## config.mk

```make
export PLATFORM = sky130hd
export DESIGN_NAME = bp_fetch_ctrl
export DESIGN_NICKNAME = d
export VERILOG_FILES = /design/src/rtl/bp_fetch_ctrl_pkg.sv /design/src/rtl/bp_fetch_ctrl_meta_stage.sv /design/src/rtl/bp_fetch_ctrl.sv
export SDC_FILE = /design/constraint.sdc
export NUM_CORES = 1
export LEC_CHECK = 0
export CAP_MARGIN = 0
export CORE_MARGIN = 2
export CORE_UTILIZATION = 48
export CTS_CLUSTER_SIZE = 28
export DETAILED_ROUTE_END_ITERATION = 16
export GPL_TIMING_DRIVEN = 0
export PLACE_DENSITY = 0.87
export SLEW_MARGIN = 10
export SYNTH_ARGS = -nofsm -noshare
export SYNTH_HDL_FRONTEND = slang
export SYNTH_SLANG_ARGS = --single-unit
```

## constraint.sdc

```tcl
create_clock -name clk -period 2 [get_ports clk]
set_input_delay 0.2 -clock clk [delete_from_list [all_inputs] [get_ports clk]]
set_output_delay 0.2 -clock clk [all_outputs]
set_load 0.005 [all_outputs]
```

## src/rtl/bp_fetch_ctrl_pkg.sv

```systemverilog
// Shared RV32I opcode encodings plus the branch-prediction metadata record
// that travels with each fetched instruction down to EX/MEM.
package rv32i_types;

  typedef enum logic [6:0] {
    op_lui   = 7'b0110111,
    op_auipc = 7'b0010111,
    op_jal   = 7'b1101111,
    op_jalr  = 7'b1100111,
    op_br    = 7'b1100011,
    op_load  = 7'b0000011,
    op_store = 7'b0100011,
    op_imm   = 7'b0010011,
    op_reg   = 7'b0110011
  } opcode_t;

  // Perceptron output width carried in the metadata; the fetch controller's w_bits must match.
  localparam int y_bits = 8;

  typedef struct packed {
    logic              valid;
    logic [31:0]       pc;
    logic              bp_br_en;
    logic [y_bits-1:0] y_out;
    logic [31:0]       bp_target;
  } bp_meta_t;

  function automatic logic [31:0] redirect_pc(input opcode_t op, input logic br_en,
                                              input logic [31:0] alu_out, input logic [31:0] pc);
    return ((op == op_jal) || ((op == op_br) && br_en)) ? alu_out : pc + 32'd4;
  endfunction

endpackage

```

## src/rtl/bp_fetch_ctrl_meta_stage.sv

```systemverilog
// One pipeline shadow register for prediction metadata; 1-cycle latency.
// Holds while load=0; flush clears only the valid bit, the payload still loads.
module bp_meta_stage
  import rv32i_types::*;
(
  input  logic     clk,
  input  logic     rst,
  input  logic     load,
  input  logic     flush,
  input  bp_meta_t d,
  output bp_meta_t q
);

  bp_meta_t d_eff;

  always_comb begin
    d_eff       = d;
    d_eff.valid = d.valid & ~flush;
  end

  always_ff @(posedge clk or negedge rst) begin
    if (!rst) begin
      q <= '0;
    end else if (load) begin
      q <= d_eff;
    end
  end

endmodule

```

## src/rtl/bp_fetch_ctrl.sv

```systemverilog
// Fetch PC register, next-PC select and prediction-metadata pipe to EX/MEM.
// if_pc is registered (1 cycle); load=0 freezes everything, so a pending redirect waits.
module bp_fetch_ctrl
  import rv32i_types::*;
#(
  parameter int          w_bits   = y_bits,
  parameter logic [31:0] reset_pc = 32'h00000060,
  parameter int          cnt_bits = 32
) (
  input  logic                clk,
  input  logic                rst,
  input  logic                load,
  output logic [31:0]         if_pc,
  input  logic                if_bp_br_en,
  input  logic [w_bits-1:0]   if_y_out,
  input  logic [31:0]         if_bp_target,
  input  logic                bp_rst,
  input  opcode_t             exmem_opcode,
  input  logic                exmem_br_en,
  input  logic [31:0]         exmem_alu_out,
  output logic                exmem_valid,
  output logic [31:0]         exmem_pc,
  output logic                exmem_bp_br_en,
  output logic [w_bits-1:0]   exmem_y_out,
  output logic [31:0]         exmem_bp_target,
  output logic [cnt_bits-1:0] br_count,
  output logic [cnt_bits-1:0] mispred_count
);

  bp_meta_t            if_meta, ifid_q, idex_q, exmem_q;
  logic [31:0]         pc_q;
  logic                redirect;
  logic [cnt_bits-1:0] br_cnt_q, mis_cnt_q;

  // A redirect request from a squashed slot is stale and must not steer fetch.
  assign redirect = bp_rst & exmem_q.valid;

  always_comb begin
    if_meta           = '0;
    if_meta.valid     = 1'b1;
    if_meta.pc        = pc_q;
    if_meta.bp_br_en  = if_bp_br_en;
    if_meta.y_out     = if_y_out;
    if_meta.bp_target = if_bp_target;
  end

  always_ff @(posedge clk or negedge rst) begin
    if (!rst) begin
      pc_q <= reset_pc;
    end else if (load) begin
      pc_q <= redirect ? redirect_pc(exmem_opcode, exmem_br_en, exmem_alu_out, exmem_q.pc)
                       : if_bp_target;
    end
  end

  bp_meta_stage u_ifid  (.clk(clk), .rst(rst), .load(load), .flush(redirect), .d(if_meta), .q(ifid_q));
  bp_meta_stage u_idex  (.clk(clk), .rst(rst), .load(load), .flush(redirect), .d(ifid_q),  .q(idex_q));
  bp_meta_stage u_exmem (.clk(clk), .rst(rst), .load(load), .flush(redirect), .d(idex_q),  .q(exmem_q));

  always_ff @(posedge clk or negedge rst) begin
    if (!rst) begin
      br_cnt_q  <= '0;
      mis_cnt_q <= '0;
    end else if (load && exmem_q.valid) begin
      if ((exmem_opcode == op_br) && !(&br_cnt_q)) br_cnt_q <= br_cnt_q + cnt_bits'(1);
      if (bp_rst && !(&mis_cnt_q))                 mis_cnt_q <= mis_cnt_q + cnt_bits'(1);
    end
  end

  assign if_pc           = pc_q;
  assign exmem_valid     = exmem_q.valid;
  assign exmem_pc        = exmem_q.pc;
  assign exmem_bp_br_en  = exmem_q.bp_br_en;
  assign exmem_y_out     = exmem_q.y_out;
  assign exmem_bp_target = exmem_q.bp_target;
  assign br_count        = br_cnt_q;
  assign mispred_count   = mis_cnt_q;

endmodule

```

### After elaboration in Yosys (flattened, before gate mapping)

Cells that the tools add are included.

* muxes and demuxes: 2
* $add $sub $neg: 3
* bitwise gates (word level): 4
* reductions and logical operators: 11
* equality and inequality tests: 2

Operators by type and width (count)
* 32-bit by 1-bit adder with 32-bit output (second input constant): 2
* 32-bit two-way mux: 2
* 32-bit AND reduction: 2
* 32-bit by 3-bit adder with 32-bit output (second input constant): 1
* 7-bit == test (second input constant): 2
* 1-bit logical AND: 4
* 2-bit AND reduction: 2
* 1-bit AND: 3
* 1-bit zero test: 2
* 1-bit logical OR: 1
* 1-bit inverter: 1

* word-level logic and storage cells: 40
* input port bits: 85
* flip-flop bits (word level): 318
* output and inout port bits: 170

### Depth between registers and ports, before layout

Gate-level depths: netlist (run 1).

* depth after elaboration: 5
* depth in mapped cells: 7
* gate-level depth less buffers: 6

### Cells and area by module

A second synthesis (run 1) with hierarchy kept.

* cell total of the unflattened synthesis: 1074
* area total of the unflattened synthesis: 14351.3 µm²

By module, submodules not included
* bp_meta_stage: cells an instance 158, instances 3, area each 2947.8 µm², seq. area each 1851.8 µm²
* bp_fetch_ctrl: cells an instance 600, instances 1, area each 5507.8 µm², seq. area each 2404.8 µm²

### Worst setup path after synthesis (run 1)

OpenSTA, ideal clock, no wires.

* path kind: register to register
* start: reg mis_cnt_q[0] (netlist: mispred_count[0])
* end: reg mis_cnt_q[22] (netlist: mispred_count[22])
* setup slack: 0.074 ns
* cell stages (with the launch flop): 7
* setup time: 0.128 ns
* arrival: 1.799 ns
* period minus slack after synthesis: 1.926 ns
* data required time: 1.872 ns
* buffers on the path: 0
* cell sequence: dfrtp_1 > ha_1 > nand3_1 > nor4_4 > and2_4 > nand3_1 > mux2_1

* cells in the longest elaborated chain, start to end: 4
* elaborated cells between the ends (all ways): 5
* classes of those cells: add/sub (1); reduce/logical (4)

RTL lines
* from (decl): RTL line bp_fetch_ctrl.sv:33 `logic [cnt_bits-1:0] br_cnt_q, mis_cnt_q;`
* from (signal assigned): RTL line bp_fetch_ctrl.sv:66 `if (bp_rst && !(&mis_cnt_q)) mis_cnt_q <= mis_cnt_q + cnt_bits'(1);`
* parallel branches: the longest is 4 deep, another holds 32-bit by 1-bit adder with 32-bit output

Parallel ways; which one is timed is not known.
A chain may end at the register's enable or synchronous reset.

### Final worst setup path (run 1)

* start: in exmem_br_en
* end: reg pc_q[13] (netlist: if_pc[13])

* cells in the longest elaborated chain, start to end: 4

RTL lines
* from (decl): RTL line bp_fetch_ctrl.sv:19 `input logic exmem_br_en,`
* 1-bit logical AND: RTL line bp_fetch_ctrl_pkg.sv:30 `return ((op == op_jal) || ((op == op_br) && br_en)) ? alu_out : pc + 32'd4;`
* 1-bit logical OR: RTL line bp_fetch_ctrl_pkg.sv:30
* 32-bit two-way mux: RTL line bp_fetch_ctrl_pkg.sv:30
* 32-bit two-way mux: RTL line bp_fetch_ctrl.sv:51 `pc_q <= redirect ? redirect_pc(exmem_opcode, exmem_br_en, exmem_alu_out, exmem_q.pc)`
* to (signal assigned): RTL line bp_fetch_ctrl.sv:49 `pc_q <= reset_pc;`
* to (signal assigned): RTL line bp_fetch_ctrl.sv:51
* to (decl): RTL line bp_fetch_ctrl.sv:31 `logic [31:0] pc_q;`

No other way between the ends.

==> results of run 1 <==
## per-stage QoR
stage | area (µm²) | hold WS (ps) | TNS (ps) | utilization, % | std cells
finish | 18440 | 209.2 | 0 | 64.23 | 1792
global route | 18430 | 274.0 | -145.0 | 64.22 | 1791
CTS | 18250 | 226.5 | -16.34 | 63.58 | 1780
detailed placement | 17060 | 166.7 | -20650 | 59.42 | 1709
global placement | 16970 | 462.4 | -3991380 | 59.12 | 1706
floorplan | 13960 | -95.59 | 0 | - | 1069
## cell type report
type / count / share of cell area [%]
Buffer: 82 / 2.497
Antenna cell: 6 / 0.08144
Multi-Input combinational cell: 660 / 30.43
Tap cell: 384 / 2.606
Sequential cell: 318 / 43.24
Inverter: 9 / 0.1832
Clock buffer: 50 / 5.436
Timing Repair Buffer: 272 / 14.97
Clock inverter: 11 / 0.5565
## kinds of logic after synthesis
| family | count (synthesis) |
|---|---|
| compound gates | 89 |
| xor+xnor | 85 |
| fa+ha+maj | 3 |
| buf+inv | 91 |
| flops | 318 |
| mux | 227 |
| simple gates | 256 |
## critical path: stages
cell and delay, ps:
clkdlybuf4s50_1 480, or3b_4 400, a211o_1 280, clkbuf_1 240
or3_1 430, o21ai_0 180, a221oi_2 120
## power groups by stage
stage	logic (mW)	registers, mW	clock network [mW]
floorplan	1.66	8.20	0
global placement	3.39	8.41	0
detailed placement	3.51	8.47	0
CTS	3.56	8.37	6.28
global route	3.89	8.57	6.56
finish	3.64	8.45	6.22
## sequential cells by signal, summed over array words and instances (netlist names)
signal         cells
u_ifid.q          74
u_exmem.q         74
if_pc             32
u_idex.q          74
br_count          32
mispred_count     32
## Yosys cell counts (4+ instances only)
cell      instances  area (µm²)
clkbuf_1         38       142.6
dfrtp_1         316        7908
nor2b_1           5       31.28
buf_2             6       30.03
nand3_1          44       220.2
inv_1             9       33.78
nand2_1          47       176.4
a31oi_1           8       50.05
nand3_2           6       60.06
nor3_1           14       70.07
nand4_1          31       193.9
xor2_1           32       280.3
and3_1           19       118.9
nor2_1           37       138.9
and2_1            6       37.54
o22ai_1           5       31.28
xnor2_1          53       464.2
o21ai_0          30       150.1
and4_1            5       43.79
buf_4            33       247.7
o211ai_1          8       60.06
a211oi_1          4       30.03
a221oi_2         11       165.2
mux2_2          218        2455
o21ai_1           7       35.03
mux2i_1           7       70.07
or3_1            16       100.1
## metal layers
metal | routed length (µm) | part of all wire, %
met5 | 11 | 0.028
met4 | 1808 | 4.6
met3 | 3627 | 9.2
met2 | 18460 | 47
met1 | 15520 | 39
## repair_timing
| item | CTS | global route |
|---|---|---|
| buffers inserted | 9 | 5 |
| pin swaps | 3 | 3 |
| gates resized for setup | 2 | 31 |
| setup endpoints to repair | 37 | 146 |
| endpoints found under the hold margin | 58 | 0 |
| gates cloned | 0 | 1 |
| hold buffers | 1 | 0 |
## worst max path at each step
stage | to | slack, ps | cells past startpoint
finish | if_pc[13] | 30 | 7
global route | br_count[28] | -60 | 6
CTS | mispred_count[22] | -20 | 5
detailed placement | if_pc[26] | -530 | 6
global placement | u_exmem.q[7] | -12540 | 1
floorplan | mispred_count[22] | 70 | 6
==> metrics.txt, run 1 <==
Num CTS Buffers=34; Clock Path Buffers=3; fill cell count=2080; worst reg-to-reg setup slack=80 ps; row count=62; final hold vios=0; first-pass GRT wire length=59950 µm; drt pass-1 iters=5; Ys Warns=0; Post-Syn Area=13960 µm²; Routed WL=39430 µm; Final Max Tran Viols=0; Int Power=13.32 mW; maximum vdd drop=0.7600 mV; CTS tree=done; DRC=0; Ports=255; post-synthesis simple-gate area fraction=10.69%; clock slew at reported path FFs=60 ps; Static Leak=7.577 nW; fmax=507.1 MHz; FF/Latch Area=7971 µm²; initial DRC count=956; run status=finished, final reports clean; maxcap violations=0; Netlist cell types=62; DR vias/cell=5.691; PwrDens=992.8 nW/µm²; final setup margin=27.93 ps; combinational power share=19.9%; Post-DP HPWL=27380 µm; Design Power=18.30 mW; wire per inst=22.00 µm; Total GRT Usage=25.19%; post-route minimum period=1972 ps; worst reg2reg path depth=6; H-tree depth=2; die height=174.5 µm; average cell area after synthesis=13.06 µm²; Root Buffer=clkbuf_16; Post-Syn Instances=1069; Yosys reg bits=318; Routed Antenna Nets=0; worst slew pin tran=851.5 ps; pin count of the biggest net entering global routing=114; XOR/XNOR share of the synthesized area=5.334%; startpoint types=input port; die area=30460 µm²; chip width=174.5 µm; WP data arrival=2340 ps; Final period util=98.60%; main combinational cell family by area after synthesis=multiplexers; Remaining Overflow, GRT=0; CP Class=in -> reg; port buffer count=253; Place WS=-530.8 ps; top_reg_cell synth=dfrtp_1; Core ar.=28700 µm²; crit path max fanout=10; Clk Latency, worst-skew pair=520 ps; most frequent cells in the layout=dfrtp_1 (307), clkdlybuf4s50_1 (252), mux2_2 (218); crit end category=flip-flop; # setup viols final=0; antenna violations before repair=6; switching part of the total=27.25%; met1 usage=32.14%; Final #Nets=1465; number of flops mapped to enable cells by yosys=0; M2 GR Usage=40.23%; Rel. slew slack=43.23%; routability cong.=0.8617; CP required=2360 ps; R2R Path Start=br_count[8]; Synth Net Count=1157; Sink Count=318; Layout area overhead=32.10%; post-synthesis adder-cell area fraction=0.2690%; vias in the first global route=10645; Seq/Total Area, Yosys=57.04%; P_sw=4.988 mW; clock power share=34.0%; Flop pwr share=46.1%; Vias=10198; share of layout cells above drive strength 1=28.39%; clk_skew=18.58 ps; Multi-input gate area=5610 µm²; compound-gate portion of the synthesized area=4.922%; Post-synth ARST share=100.0%; hold crit path type=in -> async; Starting Density=48.62%; Most Crowded Layer GR=met2; reg-to-reg critical path endpoint=br_count[1]; most common cell after layout, fill and taps aside=dfrtp_1; met3 Use GR=7.349%; CP Launch Point=exmem_br_en; mux cell area share after synthesis=18.25%
Note: power is estimated with default switching activity, not from simulation.
==> run 2: changes to the inputs <==
--- a/config.mk
+++ b/config.mk
@@ -6,7 +6,7 @@
 export NUM_CORES = 1
 export LEC_CHECK = 0
 export CAP_MARGIN = 0
-export CORE_MARGIN = 2
+export CORE_MARGIN = 3
 export CORE_UTILIZATION = 48
 export CTS_CLUSTER_SIZE = 28
 export DETAILED_ROUTE_END_ITERATION = 16
==> run 2 against run 1 <==
Compared with the run above:
- via count is 1.3% lower
- routed wire length is 1.9% lower
- non-clock buffer count shrank 3
- highest routed layer is now met4
- clock skew rose by 4.8 ps
- design area fell by 0.54%
- power decreased by 1.5%
- hold slack better by 43 ps
- register-to-register slack got worse by 40 ps
==> metrics.txt, run 2 (synthesis gave the netlist of run 1 again) <==
crit path max fanout=7 (-3); DR vias/cell=5.674 (-0.29%); final core utilization=64.93% (+0.70 points); Remaining Overflow, GRT=0 (unchanged); Total GRT Usage=24.17% (-1.0 points); port buffer count=253 (unchanged); fmax=510.0 MHz (+0.58%); DRC=0 (unchanged); Int Power=13.21 mW (-0.79%); Routed WL=38670 µm (-1.9%); chip width=176.5 µm (+1.1%); CP required=2380 ps (+20 ps); crit end category=flip-flop; run status=finished, final reports clean; final hold vios=0 (unchanged); Num CTS Buffers=34 (unchanged); P_sw=4.828 mW (-3.2%); worst reg2reg path depth=6 (unchanged); Multi-input gate area=5613 µm² (about the same); Largest regs=u_exmem.q (74), u_idex.q (74), u_ifid.q (74); FF/Latch Area=7969 µm² (about the same); worst slew pin tran=891.3 ps (+39.80 ps); clk_skew=23.34 ps (+4.763 ps); fill cell count=1993 (-4.2%); die area=31160 µm² (+2.3%); Starting Density=49.42% (+0.80 points); Core ar.=28240 µm² (-1.6%); CTS tree=done; Routed Antenna Nets=0 (unchanged); Sink Count=318 (unchanged); WL met1=15330 µm (-1.2%); Final Max Tran Viols=0 (unchanged); initial DRC count=837 (-12%); Design Power=18.04 mW (-1.5%); final setup margin=39.30 ps (+11.37 ps); most frequent cells in the layout=dfrtp_1 (309), clkdlybuf4s50_1 (252), mux2_2 (218); Flop pwr share=46.5% (+0.4 points); antenna violations before repair=3 (-3); PwrDens=983.7 nW/µm² (-0.91%); row count=61 (-1.6%); Clock Path Buffers=3 (unchanged); Rel. slew slack=40.58% (-2.7 points); Layout area overhead=31.39%; maximum vdd drop=0.6168 mV (-19%); Final #Nets=1462 (-0.20%); post-route minimum period=1961 ps (-11.37 ps); wire per inst=21.80 µm (-0.93%); hold crit path type=in -> async; RSZ-0062 raised after global routing=true; WP data arrival=2340 ps (about the same); clock power share=33.6% (-0.4 points); share of layout cells above drive strength 1=27.93% (-0.46 points); Place WS=-570.5 ps (-39.64 ps); die height=176.5 µm (+1.1%); routability cong.=0.8783 (+1.9%); Clk Latency, worst-skew pair=520 ps (about the same); maxcap violations=0 (unchanged); Final period util=98.04% (-0.57 points); most common cell after layout, fill and taps aside=dfrtp_1; routed wl met3=3721 µm (+2.6%); combinational power share=19.9% (about the same); metal2 WL=18520 µm (+0.33%); H-tree depth=2 (unchanged); Max Used Layer=met4; vias in the first global route=10394 (-2.4%); Post-DP HPWL=27500 µm (+0.44%); Placed Cells=1702 (-0.41%); Ports=255 (unchanged); Placed Area=17020 µm² (-0.21%); design area=18340 µm² (-0.54%); Root Buffer=clkbuf_16; Vias=10066 (-1.3%); first-pass GRT wire length=58750 µm (-2.0%); pin count of the biggest net entering global routing=116 (+1.8%); switching part of the total=26.77% (-0.48 points); # setup viols final=0 (unchanged); startpoint types=flip-flop; CP Class=reg -> reg; clock slew at reported path FFs=60 ps (about the same); drt pass-1 iters=5 (unchanged); Static Leak=7.551 nW (-0.34%); final std cells w/o fill=1774 (-1.0%)
[run 2: what timing repair did]
action                                  4_1_cts  5_1_grt
gates resized for setup                       4       31
hold endpoints to repair                     91        0
setup buffers                                10        3
endpoints found under the setup margin       64      183
pin swaps                                     5        2
hold buffers                                  1        0
[run 2: final timing paths]
kind | from | to | slack, ps
min in group clk | exmem_alu_out[3] | if_pc[3] | 280
max in group asynchronous | rst | u_exmem.q[43] | 330
min | rst | u_idex.q[67] | 250
max | br_count[0] | br_count[1] | 40
max reg2reg | br_count[0] | br_count[1] | 40
min reg2reg | u_ifid.q[64] | u_idex.q[64] | 490
[run 2: power by group through the flow]
stage               registers, mW  clock network, mW  logic, mW
floorplan                    8.20                  0       1.66
global placement             8.39                  0       3.40
global route                 8.50               6.45       3.85
detailed placement           8.44                  0       3.53
CTS                          8.35               6.15       3.58
finish                       8.38               6.07       3.59
[run 2: worst max-delay path, stage by stage (launching register included)]
cell     delay [ps]
dfrtp_1         430
ha_1            280
and4_1          200
buf_2           170
a41oi_2         290
buf_4           160
mux2_2          320
[run 2: layer usage]
layer,vias to the layer above,track usage (%)
met5,-,0
met4,0,7.103
met3,85,6.710
met2,467,39.32
met1,5099,31.90
li1,4415,-
[run 2: cell type report]
cell class                      count  share of cell area (%)
Sequential cell                   318                   43.46
Multi-Input combinational cell    660                   30.61
Timing Repair Buffer              269                   14.82
Clock buffer                       50                   5.411
Tap cell                          378                   2.579
Buffer                             82                   2.518
Clock inverter                      5                  0.3753
Inverter                            9                  0.1842
Antenna cell                        3                 0.04094
[run 2: metrics by stage]
stage | TNS [ps] | hold WS, ps
after floorplan | 0 | -95.59
after global placement | -3997470 | 460.0
after detailed placement | -20770 | 270.9
after CTS | 0 | 253.9
after global routing | -288.7 | 269.3
final | 0 | 251.8
==> run 3: changes to the inputs <==
--- a/config.mk
+++ b/config.mk
@@ -11,6 +11,7 @@
 export CTS_CLUSTER_SIZE = 28
 export DETAILED_ROUTE_END_ITERATION = 16
 export GPL_TIMING_DRIVEN = 0
+export HOLD_SLACK_MARGIN = 0.15
 export PLACE_DENSITY = 0.87
 export SLEW_MARGIN = 10
 export SYNTH_ARGS = -nofsm -noshare
==> constraint.sdc (replaced) <==
create_clock -name clk -period 1.8 [get_ports clk]
set_input_delay 0.36 -clock clk [delete_from_list [all_inputs] [get_ports clk]]
set_output_delay 0.36 -clock clk [all_outputs]
set_load 0.005 [all_outputs]
==> run 3 against run 2 <==
Compared with the run above:
- the run now ends with negative setup slack left
- routed wire length increased by 14%
- global-route usage increased by 2.0 points
- power increased by 16%
- sequential power increased by 10%
- design area increased by 9.0%
- core utilization increased by 5.9 points
- hold slack improved by 170 ps
- register-to-register slack got worse by 150 ps
- non-clock buffer count increased by 151
- maximum frequency increased by 2.6%
- sequential share of layout area decreased by 3.4 points
- final cell count increased by 8.8%
- critical endpoint is now if_pc[28]
==> metrics.txt, run 3 (synthesis gave the netlist of run 1 again) <==
fmax=523.5 MHz (+2.6%); Final Max Tran Viols=0 (unchanged); pin count of the biggest net entering global routing=118 (+1.7%); FF/Latch Area=8019 µm² (+0.63%); fill cell count=1772 (-11%); clk_skew=24.95 ps (+1.602 ps); Static Leak=8.889 nW (+18%); Placed Cells=1703 (+0.059%); wire per inst=22.92 µm (+5.1%); Final #Nets=1614 (+10%); design area=19990 µm² (+9.0%); final std cells w/o fill=1930 (+8.8%); Num CTS Buffers=34 (unchanged); Post-DP HPWL=27220 µm (-1.0%); failing checks=negative setup slack; metal2 WL=21660 µm (+17%); run status=complete, but fails checks; WP data arrival=2310 ps (-30 ps); Total GRT Usage=26.20% (+2.0 points); CTS tree=done; antenna violations before repair=3 (unchanged); maximum vdd drop=0.7828 mV (+27%); CP required=2200 ps (-180 ps); Max Used Layer=met5; clock slew at reported path FFs=60 ps (about the same); hold crit path type=in -> async; maxcap violations=0 (unchanged); WL met1=16080 µm (+4.9%); die area=31160 µm² (unchanged); Rel. slew slack=38.60% (-2.0 points); Starting Density=49.42% (unchanged); worst slew pin tran=921.0 ps (+29.72 ps); Clk Latency, worst-skew pair=510 ps (about the same); DRC=0 (unchanged); final core utilization=70.80% (+5.9 points); # setup viols final=13 (+13); drt pass-1 iters=6 (+1); port buffer count=253 (unchanged); CP Class=reg -> reg; share of layout cells above drive strength 1=40.65% (+13 points); Design Power=20.94 mW (+16%); most common cell after layout, fill and taps aside=dfrtp_1; startpoint types=flip-flop; Layout area overhead=43.26%; Routed Antenna Nets=0 (unchanged); final setup margin=-110.3 ps (-149.6 ps); Placed Area=17110 µm² (+0.54%); final hold vios=0 (unchanged); post-route minimum period=1910 ps (-50.39 ps); Final period util=106.1% (+8.1 points); Remaining Overflow, GRT=0 (unchanged); Core ar.=28240 µm² (unchanged); crit end category=flip-flop; Largest regs=u_exmem.q (74), u_idex.q (74), u_ifid.q (74); Routed WL=44240 µm (+14%); initial DRC count=1065 (+27%); Setup TNS=-389.7 ps (-389.7 ps); chip width=176.5 µm (unchanged); PwrDens=1048 nW/µm² (+6.5%); row count=61 (unchanged); vias in the first global route=11403 (+9.7%); RSZ-0062 raised after global routing=true; routability cong.=0.8968 (+2.1%); Root Buffer=clkbuf_16; Multi-input gate area=5988 µm² (+6.7%); first-pass GRT wire length=63510 µm (+8.1%); Clock Path Buffers=3 (unchanged); H-tree depth=2 (unchanged); DR vias/cell=5.786 (+2.0%); Ports=255 (unchanged); Vias=11167 (+11%); crit path max fanout=6 (-1); routed wl met3=4276 µm (+15%); worst reg-to-reg setup slack=-110 ps (-150 ps); Sink Count=318 (unchanged); die height=176.5 µm (unchanged); most frequent cells in the layout=dfrtp_1 (269), mux2_2 (218), buf_4 (184)
[run 3: changes by cell type in the layout (fill, tap and decap cells not counted), sizes merged]
cell,delta
a31oi,+1
buf,+153
bufinv,+1
clkbuf,+3
clkdlybuf4s15,+1
clkdlybuf4s50,-100
clkinv,+1
diode,-1
dlygate4sd2,+76
dlymetal6s2s,+22
inv,-1
[run 3: cell type report]
type	count	area share, %
Inverter	9	0.1690
Buffer	78	2.384
Clock buffer	54	4.938
Multi-Input combinational cell	661	29.95
Clock inverter	6	0.4193
Tap cell	378	2.366
Antenna cell	2	0.02503
Timing Repair Buffer	424	19.64
Sequential cell	318	40.11
[run 3: timing repair]
| item | in CTS | in global routing |
|---|---|---|
| endpoints found under the setup margin | 214 | 117 |
| endpoints found under the hold margin | 64 | 0 |
| pin swaps | 16 | 37 |
| resized for setup | 169 | 102 |
| hold buffers | 1 | 0 |
| setup buffers | 117 | 51 |
| cloned | 2 | 2 |
[run 3: through the flow]
| step | hold slack (ps) | worst slack (ps) |
|---|---|---|
| final | 417.8 | -110.3 |
| after global routing | 462.3 | -125.3 |
| after CTS | 424.6 | -18.89 |
| after detailed placement | 358.9 | -829.9 |
| after global placement | 460.9 | -12980 |
| after floorplan | 64.41 | -67.05 |
[run 3: critical path: stages, from the launching register on]
cell,delay [ps]
dfrtp_2,430
ha_4,160
nand4_1,90
buf_6,160
nor3_4,140
buf_6,170
nand3_2,110
xor2_2,220
a221oi_2,310
[run 3: report_power, final]
part,total [mW],internal [mW],switching (mW)
Clock,6.85,4.05,2.79
Combinational,4.86,2.81,2.06
Sequential,9.23,8.34,0.892
[run 3: path summary, 6_finish.rpt]
check,start,endpoint,cells after the start
max,u_exmem.q[43],if_pc[28],8
min,rst,u_ifid.q[62],2
max reg2reg,u_exmem.q[43],if_pc[28],8
min reg2reg,u_idex.q[31],u_exmem.q[31],1
max in group asynchronous,rst,u_exmem.q[18],4
min in group clk,exmem_alu_out[0],if_pc[0],3
[run 3: per-layer routing]
layer  vias up  track usage (%)
met5         -                0
met4         4            11.16
met3       171            7.677
met2       639            43.29
met1      5637            32.23
li1       4716                -
